`src/rtl/uart_rx_oversampler.sv`:
```
// UART receiver with start-bit detection, mid-bit sampling from the 16x rx_enb tick and a valid/ready byte output.
// Define UART_RX_PARITY_EN to insert a parity bit after the data bits; PARITY_ODD selects its sense.
module uart_rx_oversampler #(
  parameter int DATA_BITS  = 8,
  parameter int OVERSAMPLE = 16,
  parameter int PARITY_ODD = 0
) (
  input  logic                 clk,
  input  logic                 rst,
  input  logic                 rx_enb,
  input  logic                 rx_in,
  output logic [DATA_BITS-1:0] rx_data,
  output logic                 rx_valid,
  input  logic                 rx_ready,
  output logic                 frame_err,
  output logic                 overrun,
  output logic                 parity_err,
  output logic                 busy
);

  if (DATA_BITS < 5 || DATA_BITS > 8) begin : g_bad_data_bits
    $error("uart_rx_oversampler: DATA_BITS must be in 5..8");
  end
  if (OVERSAMPLE < 4 || (OVERSAMPLE % 2) != 0) begin : g_bad_oversample
    $error("uart_rx_oversampler: OVERSAMPLE must be even and >= 4");
  end
  if (PARITY_ODD != 0 && PARITY_ODD != 1) begin : g_bad_parity_odd
    $error("uart_rx_oversampler: PARITY_ODD must be 0 or 1");
  end

  localparam int TW = $clog2(OVERSAMPLE);
  localparam int BW = $clog2(DATA_BITS);

  localparam logic [TW-1:0] TICK_MID = TW'(OVERSAMPLE / 2 - 1);
  localparam logic [TW-1:0] TICK_END = TW'(OVERSAMPLE - 1);
  localparam logic [BW-1:0] BIT_LAST = BW'(DATA_BITS - 1);

`ifdef UART_RX_PARITY_EN
  localparam logic PAR_ODD = (PARITY_ODD != 0);

  typedef enum logic [2:0] {
    IDLE, START, DATA, PARITY, STOP, BRK_WAIT
  } state_t;
`else
  typedef enum logic [2:0] {
    IDLE, START, DATA, STOP, BRK_WAIT
  } state_t;
`endif

  state_t                 state;
  logic                   rx_meta;
  logic                   rxs;
  logic [TW-1:0]          tick_cnt;
  logic [BW-1:0]          bit_cnt;
  logic [DATA_BITS-1:0]   shift_reg;
  logic                   deliver;
`ifdef UART_RX_PARITY_EN
  logic                   parity_bad;
`endif

  // Two-flop synchroniser; resets to the idle (high) line level so reset never looks like a start bit.
  always_ff @(posedge clk) begin
    if (rst) begin
      rx_meta <= 1'b1;
      rxs     <= 1'b1;
    end else begin
      rx_meta <= rx_in;
      rxs     <= rx_meta;
    end
  end

  // NOTE: sequential state uses nonblocking updates only; the error/deliver pulses are
  // defaulted low at the top of the clocked branch so each one lasts exactly one clk.
  always_ff @(posedge clk) begin
    if (rst) begin
      state      <= IDLE;
      tick_cnt   <= '0;
      bit_cnt    <= '0;
      shift_reg  <= '0;
      deliver    <= 1'b0;
      frame_err  <= 1'b0;
`ifdef UART_RX_PARITY_EN
      parity_bad <= 1'b0;
      parity_err <= 1'b0;
`endif
    end else begin
      deliver   <= 1'b0;
      frame_err <= 1'b0;
`ifdef UART_RX_PARITY_EN
      parity_err <= 1'b0;
`endif
      if (rx_enb) begin
        case (state)
          IDLE: begin
            if (!rxs) begin
              state    <= START;
              tick_cnt <= '0;
            end
          end

          START: begin
            if (tick_cnt == TICK_MID) begin
              if (rxs) begin
                state <= IDLE;
              end else begin
                state    <= DATA;
                tick_cnt <= '0;
                bit_cnt  <= '0;
              end
            end else begin
              tick_cnt <= tick_cnt + 1'b1;
            end
          end

          DATA: begin
            if (tick_cnt == TICK_END) begin
              // Line order is LSB first, so bits enter at the top and walk down.
              shift_reg <= {rxs, shift_reg[DATA_BITS-1:1]};
              tick_cnt  <= '0;
              if (bit_cnt == BIT_LAST) begin
`ifdef UART_RX_PARITY_EN
                state <= PARITY;
`else
                state <= STOP;
`endif
              end else begin
                bit_cnt <= bit_cnt + 1'b1;
              end
            end else begin
              tick_cnt <= tick_cnt + 1'b1;
            end
          end

`ifdef UART_RX_PARITY_EN
          PARITY: begin
            if (tick_cnt == TICK_END) begin
              parity_bad <= rxs ^ (^shift_reg) ^ PAR_ODD;
              tick_cnt   <= '0;
              state      <= STOP;
            end else begin
              tick_cnt <= tick_cnt + 1'b1;
            end
          end
`endif

          STOP: begin
            if (tick_cnt == TICK_END) begin
              tick_cnt <= '0;
              if (!rxs) begin
                frame_err <= 1'b1;
                state     <= BRK_WAIT;
              end else begin
                state <= IDLE;
`ifdef UART_RX_PARITY_EN
                if (parity_bad) begin
                  parity_err <= 1'b1;
                end else begin
                  deliver <= 1'b1;
                end
`else
                deliver <= 1'b1;
`endif
              end
            end else begin
              tick_cnt <= tick_cnt + 1'b1;
            end
          end

          // A held-low line (break) must return high before a new start can be detected.
          BRK_WAIT: begin
            if (rxs) begin
              state <= IDLE;
            end
          end

          default: state <= IDLE;
        endcase
      end
    end
  end

`ifndef UART_RX_PARITY_EN
  assign parity_err = 1'b0;
`endif

  // Output holding register: a delivery wins over an accept in the same cycle, and a
  // delivery into an unread, unaccepted byte is dropped with an overrun pulse.
  always_ff @(posedge clk) begin
    if (rst) begin
      rx_data  <= '0;
      rx_valid <= 1'b0;
      overrun  <= 1'b0;
    end else begin
      overrun <= 1'b0;
      if (deliver) begin
        if (!rx_valid || rx_ready) begin
          rx_data  <= shift_reg;
          rx_valid <= 1'b1;
        end else begin
          overrun <= 1'b1;
        end
      end else if (rx_valid && rx_ready) begin
        rx_valid <= 1'b0;
      end
    end
  end

  assign busy = (state != IDLE);

endmodule

```
`config.mk`:
```
export PLATFORM = sky130hd
export DESIGN_NAME = uart_rx_oversampler
export DESIGN_NICKNAME = d
export VERILOG_FILES = /design/src/rtl/uart_rx_oversampler.sv
export SDC_FILE = /design/constraint.sdc
export NUM_CORES = 1
export LEC_CHECK = 0
export BUFFER_PORTS_ARGS = -buffer_cell sky130_fd_sc_hd__buf_2
export CORE_MARGIN = 2
export CORE_UTILIZATION = 50
export DETAILED_ROUTE_END_ITERATION = 6
export GPL_TIMING_DRIVEN = 0
export HOLD_SLACK_MARGIN = 0.1
export PLACE_DENSITY = 0.7
export SLEW_MARGIN = 20
export SYNTH_ARGS = -nofsm -noshare
export SYNTH_HDL_FRONTEND = slang
export SYNTH_SLANG_ARGS = --single-unit
export TNS_END_PERCENT = 50
```
`constraint.sdc`:
```
create_clock -name clk -period 4.9 [get_ports clk]
set_input_delay 0.245 -clock clk [delete_from_list [all_inputs] [get_ports clk]]
set_output_delay 0.245 -clock clk [all_outputs]
set_load 0.02 [all_outputs]
```
# [Word-level counts from Yosys, hierarchy flattened]
# Cells that the tools add are included.
[word_totals] word_cells=74 ff_bits=32 output_inout_bits=13 input_bits=5
[op_classes] bitwise=4 n_mux=24 eq_ne=16 n_reduce_logical=17 addsub=2
[op_table] operator="$mux W3" count=11
[op_table] operator="$ne A2 B2 Y1 const B" count=8
[op_table] operator="$pmux W3 S5" count=1
[op_table] operator="$mux W4" count=3
[op_table] operator="$pmux W4 S3" count=1
[op_table] operator="$reduce_and A7 Y1" count=1
[op_table] operator="$eq A3 B2 Y1 const B" count=2
[op_table] operator="$eq A3 B3 Y1 const B" count=2
[op_table] operator="$mux W1" count=6
[op_table] operator="$pmux W3 S2" count=1
[op_table] operator="$reduce_and A2 Y1" count=3
[op_table] operator="$reduce_and A6 Y1" count=1
[op_table] operator="$reduce_bool A3 Y1" count=2
[op_table] operator="$add A4 B1 Y4 const B" count=1
[op_table] operator="$eq A4 B3 Y1 const B" count=1
[op_table] operator="$eq A4 B4 Y1 const B" count=1
[op_table] operator="$not A1 Y1" count=4
[op_table] operator="$reduce_bool A2 Y1" count=2
[op_table] operator="$reduce_or A2 Y1" count=2
[op_table] operator="$reduce_or A4 Y1" count=1
[op_table] operator="$add A3 B1 Y3 const B" count=1
[op_table] operator="$eq A3 B1 Y1 const B" count=1
[op_table] operator="$logic_not A3 Y1" count=1
[op_table] operator="$reduce_and A3 Y1" count=1
[op_table] operator="other kinds (5)" count=5

# [Logic depth before layout (Yosys ltp)]
# Gate-level depths: netlist of run 1.
[depth] word_depth=4 depth_mapped=5 ltp_nobuf=5

# [Worst setup path before layout of run 1]
# OpenSTA, ideal clock, no wires.
[synth_path] path_type="register to register" start="reg tick_cnt[0]" end="reg bit_cnt[0]" path_stages_with_launch=6 path_slack_ns=3.184 setup_time_ns=0.072 t_required_ns=4.828 path_buffers=0 arrival_time_ns=1.644 period_less_slack_ns=1.716 path_cell_list="dfxtp_1 > ha_1 > nand3b_4 > or3_4 > a221oi_4 > mux2i_1"
[synth_between] elab_chain_cells=3 elab_cells_between_ends=5 cone_classes="eq/ne: 4; reduce/logical: 1"
[synth_lines] element="start, declared" line="53" text="logic [TW-1:0] tick_cnt;"
[synth_lines] element="start signal, assigned" line="111" text="tick_cnt <= tick_cnt + 1'b1;"
[synth_lines] element="start signal, assigned" line="130" text="tick_cnt <= tick_cnt + 1'b1;"
[synth_lines] element="start signal, assigned" line="165" text="tick_cnt <= tick_cnt + 1'b1;"
[synth_lines] element="$eq A4 B4 Y1 / $eq A4 B3 Y1 (equally long branches)" line="116, 102"
[synth_lines] element="$ne A2 B2 Y1 (no line)"
[synth_lines] element="$reduce_and A6 Y1 (no line) (*)"
[synth_lines] element="end signal, assigned" line="127" text="bit_cnt <= bit_cnt + 1'b1;"
[synth_lines] element="end, declared" line="54" text="logic [BW-1:0] bit_cnt;"
# Mark *: on every way between the ends. The rest lies on a longest branch, timed or not.
# A chain may end at the register's enable or synchronous reset.

# [Worst setup path in the final report of run 1]
# Same ends and word-level chain as after synthesis.

==> results of run 1 <==
## per-stage QoR
stage | worst slack [ns] | hold slack, ns | util, %
final | 2.98 | 0.134 | 59.3
after global routing | 2.88 | 0.118 | 59.3
after CTS | 2.98 | 0.120 | 59.3
after detailed placement | 3.00 | 0.396 | 56.1
after global placement | 3.04 | 0.393 | 56.1
after floorplan | 3.18 | 0.324 | -
## power by group
part / internal, uW / leakage (uW) / switching (uW)
clock: 107 / 0.0000422 / 83.9
combinational: 9.90 / 0.000508 / 15.9
sequential: 262 / 0.000258 / 1.87
## critical path, stage by stage (launching register included)
cell and delay [ns]:
dfxtp_1 0.41, ha_1 0.34, nand3b_4 0.13, or3_4 0.40, a221oi_4 0.35, mux2i_1 0.22
## routing by layer
layer	part of all wire (%)	vias up	GRT usage, %
met4	1.6	0	8.31
li1	-	560	-
met1	47	511	21.7
met3	5.1	6	5.44
met5	0	-	0
met2	46	30	27.1
## kinds of logic (layout without fill, tap and decap cells)
| family | count (synthesis) | in the layout | share of synthesized area [%] |
|---|---|---|---|
| DFF | 32 | 32 | 45.3 |
| AOI/OAI and AO/OA | 21 | 21 | 12.3 |
| adders and majority gates | 3 | 3 | 2.65 |
| muxes | 19 | 19 | 13.4 |
| and+or+nand+nor | 56 | 56 | 21.8 |
| buffers and inverters | 11 | 36 | 3.71 |
| other | 1 | 1 | 0.265 |
| xor gates and xnor gates | 1 | 1 | 0.619 |
## Yosys cell counts (2+ instances only)
master and n:
nand3_1 6, dfxtp_1 32, ha_1 3, a31oi_1 3, a41oi_1 2, o31ai_1 2, nor2_1 22, nand2b_1 6
a21o_1 2, mux2i_1 19, buf_4 3, nand3b_1 3, nor3_1 3, clkbuf_1 4, inv_1 4, a21oi_1 4
nor3b_1 2, or2_2 2, nand2_1 4
## worst min path at each step
stage	from	to	slack (ns)
2_1_floorplan	rx_ready	overrun$_SDFF_PP0_	0.32
3_3_place_gp	rx_meta$_SDFF_PP1_	rxs$_SDFF_PP1_	0.39
3_5_place_dp	rx_meta$_SDFF_PP1_	rxs$_SDFF_PP1_	0.40
4_1_cts	rx_ready	overrun$_SDFF_PP0_	0.12
5_1_grt	rx_ready	overrun$_SDFF_PP0_	0.12
6_report	rx_ready	overrun$_SDFF_PP0_	0.13
## final cells by class
type	count	area, sq um	area share, %
timing repair buffer	17	90.1	5.56
buffer	7	37.5	2.32
tap	31	38.8	2.39
sequential	32	641	39.5
multi-input combinational	101	722	44.6
clock buffer	6	41.3	2.55
clock inverter	2	35.0	2.16
inverter	4	15.0	0.927
## what timing repair did
item,CTS,global route
hold buffers,1,0
hold endpoints to repair,1,0
endpoints found under the setup margin,0,0
==> run summary, run 1 <==
End of the critical path: bit_cnt[0]$_SDFFE_PP0P_
R2R Setup Slk: 2.98 ns
Worst Hold Class: primary input to flip-flop
Netlist Area Pre-Place: 1420 sq um
H-Tree Depth: 2
Post-synth top area cell: dfxtp_1
Setup violators final: 0
Chip height: 57.2 um
Die ar.: 3270 sq um
Slew @ Worst Pin: 0.522 ns
Sink Count: 32
Post_cts resized: 0
Placer Congestion: 0.894
Final Hold Vio Count: 0
Avg Cell Area, Syn: 9.83 sq um
Startpoint types: flip-flop
Antenna cells: 0
Final routed DRC violation total: 0
FF-to-FF Start: tick_cnt[0]$_SDFFE_PP0P_
Placed cell count: 191
GRT overflow: 0
Post-Route WL: 2.57 mm
Max-slew headroom: 65.2%
Initial DRC Count: 44
Core area: 2730 sq um
Chip width: 57.2 um
Main synth FF type: dfxtp_1
Worst endpoint data arrival time: 2.18 ns
Leak: 0.000808 uW
Post-synth EDFFs: 0
P&R area growth vs syn: 14.5%
Post-synth net total: 152
Post-Syn Instances: 144
Power per Cell Area: 296 nW/um^2
Routed wire per std cell: 12.8 um
Worst Reg-to-Reg Cells: 5
Period utilisation layout: 39.1%
DP Wirelength: 1.87 mm
Num CTS Buffers: 5
I/O pin count: 18
Setup Buffers After CTS: 0
Clock skew: 0.00886 ns
Port bufs: 16
Crit path capture type: flip-flop
CTS max path bufs: 2
Clk Latency, worst-skew pair: 0.32 ns
Layout cell share with drive strength beyond 1: 21.3%
Max_cap viols: 0
Vias in the first global route: 1012
Share of the synthesized area in the top cell type: 45.3%
Critical path class: flip-flop to flip-flop
Commonest non-fill, non-tap cell in the layout: dfxtp_1
Most frequent cells in the layout: dfxtp_1, nor2_1, mux2i_1, buf_2
Synth async-reset ratio: 0%
RSZ-0062 raised after global routing: false
Max Slew Vio Count: 0
Yosys warnings: 0
Min-Delay Path Depth: 2
Vias: 1107
Tot GR Track Use: 17.3%
Initial antenna violation count: 0
Global-route wire length before repair: 4.35 mm
Clock transition at path regs: 0.10 ns
Synth area leaders: dfxtp_1, mux2i_1, nor2_1
Vias per cell: 5.54
First-pass DRT Iterations: 4
Fill cell count: 239
Setup TNS: 0 ns
Worst endpoint required time: 5.16 ns
Final Power: 480 uW
Worst vdd ir: 0.205 mV
Final net count: 176
Reg2reg end: bit_cnt[0]$_SDFFE_PP0P_
CP max FO: 7
TritonCTS clock tree: yes
Root buf cell: clkbuf_4
Max Clk Rate: 521 MHz
Post-synthesis register bit count: 32
Largest net degree at the start of global routing: 11
Minimum clock period: 1.92 ns
Placement Cell Area: 1530 sq um
Seq/Total Area, Yosys: 45.3%
Initial Util: 51.8%
Post-route ant nets: 0
Status: completed
Synth cell types: 37
Finished Cell Area: 1620 sq um
Post-Layout Cell Count: 200
Row count: 19
CP startpoint: tick_cnt[0]$_SDFFE_PP0P_
Power figures use the tool's default switching activity.
==> run 2, diff against run 1 <==
PLACE_DENSITY = 0.73   (was 0.7)
clock period = 1.6 ns   (was 4.9 ns; I/O delays follow)
==> run summary, run 2 (synthesis results as in run 1) <==
Critical path class: flip-flop to flip-flop
Row count: 19
Minimum clock period: 1.58 ns
Max-slew headroom: 63.6%
Placer Congestion: 0.908
Vias: 1182
Reg2reg end: bit_cnt[2]$_SDFFE_PP0P_
Final net count: 184
Layout cell share with drive strength beyond 1: 29.9%
Routed wire per std cell: 15.0 um
Clk Latency, worst-skew pair: 0.34 ns
Power per Cell Area: 908 nW/um^2
R2R Setup Slk: 0.02 ns
Max Clk Rate: 634 MHz
Status: completed
Slew @ Worst Pin: 0.546 ns
Chip width: 57.2 um
Fill cell count: 211
Antenna cells: 0
Vias per cell: 5.68
Final Core Density: 64.4%
Crit path capture type: flip-flop
Hold Path Sink: tick_cnt[2]$_SDFFE_PP0P_
Worst Reg-to-Reg Cells: 5
First-pass DRT Iterations: 4
HP Start: rst
Clock skew: 0.00811 ns
Min-Delay Path Depth: 3
Initial DRC Count: 34
Num CTS Buffers: 5
GRT overflow: 0
Worst endpoint required time: 1.88 ns
Largest net degree at the start of global routing: 11
Max_cap viols: 0
Sink Count: 32
I/O pin count: 18
CP max FO: 3
Final routed DRC violation total: 0
TritonCTS clock tree: yes
Core area: 2730 sq um
Post-Route WL: 3.12 mm
Period utilisation layout: 98.5%
Root buf cell: clkbuf_4
Max Slew Vio Count: 0
Setup violators final: 0
P&R area growth vs syn: 24.4%
Initial Util: 51.8%
H-Tree Depth: 2
Die ar.: 3270 sq um
Final worst slack: 0.0238 ns
CTS max path bufs: 2
Clock transition at path regs: 0.10 ns
Initial antenna violation count: 0
DP Wirelength: 1.97 mm
Worst Hold Class: primary input to flip-flop
Leak: 0.000864 uW
Startpoint types: flip-flop
Commonest non-fill, non-tap cell in the layout: dfxtp_1
Global-route wire length before repair: 4.94 mm
Setup TNS: 0 ns
Pre-CTS WS: -0.149 ns
Vias in the first global route: 1175
FF-to-FF Start: tick_cnt[0]$_SDFFE_PP0P_
RSZ-0062 raised after global routing: true
Worst endpoint data arrival time: 1.85 ns
Worst vdd ir: 0.657 mV
Port bufs: 16
Final hold slack: 0.129 ns
Final Power: 1600 uW
Chip height: 57.2 um
Post-route ant nets: 0
Final Hold Vio Count: 0
Most frequent cells in the layout: dfxtp_1, nor2_1, mux2i_1, buf_2, buf_4
Tot GR Track Use: 19.8%
run 2: worst max path at each step:
| stage | start | end |
|---|---|---|
| floorplan | tick_cnt[1]$_SDFFE_PP0P_ | bit_cnt[0]$_SDFFE_PP0P_ |
| global placement | tick_cnt[1]$_SDFFE_PP0P_ | bit_cnt[1]$_SDFFE_PP0P_ |
| detailed placement | tick_cnt[1]$_SDFFE_PP0P_ | bit_cnt[2]$_SDFFE_PP0P_ |
| CTS | tick_cnt[1]$_SDFFE_PP0P_ | bit_cnt[2]$_SDFFE_PP0P_ |
| global route | tick_cnt[0]$_SDFFE_PP0P_ | bit_cnt[1]$_SDFFE_PP0P_ |
| finish | tick_cnt[0]$_SDFFE_PP0P_ | bit_cnt[2]$_SDFFE_PP0P_ |
run 2: metrics by stage:
stage                     cell area (sq um)  instances
after global placement                 1550        191
final                                  1760        208
after floorplan                        1430        144
after CTS                              1710        206
after global routing                   1760        208
after detailed placement               1550        191
run 2: metal layers:
| metal | part of all wire [%] | vias up | GRT usage, % | routed length, um |
|---|---|---|---|---|
| met4 | 1.7 | 0 | 13.0 | 53 |
| met5 | 0 | - | 0 | 0 |
| met1 | 42 | 562 | 21.7 | 1300 |
| met3 | 6.5 | 7 | 5.44 | 203 |
| met2 | 50 | 40 | 33.3 | 1560 |
| li1 | - | 573 | - | - |
run 2: where the power goes:
part	internal, uW	switching (uW)
clock	415	284
sequential	799	5.47
combinational	39.1	57.2
total	1250	347
run 2: cell type report:
class,instances,area [sq um],share of cell area (%)
inverter,4,15.0,0.853
timing repair buffer,25,155,8.81
tap,31,38.8,2.20
buffer,7,40.0,2.27
multi-input combinational,101,764,43.4
sequential,32,652,37.0
clock inverter,1,30.0,1.71
clock buffer,7,65.1,3.70
run 2: critical path: stages, from the launching register on:
cell	delay (ns)
dfxtp_4	0.37
ha_4	0.15
nand3b_4	0.08
or3_4	0.35
a221oi_4	0.33
mux2i_1	0.22
run 2: repair_timing:
item                       4_1_cts  5_1_grt
pin swaps                        3        2
hold buffers                     3        0
hold endpoints to repair         4        0
buffers inserted                 4        2
resized for setup                4       10
setup endpoints to repair       11       17
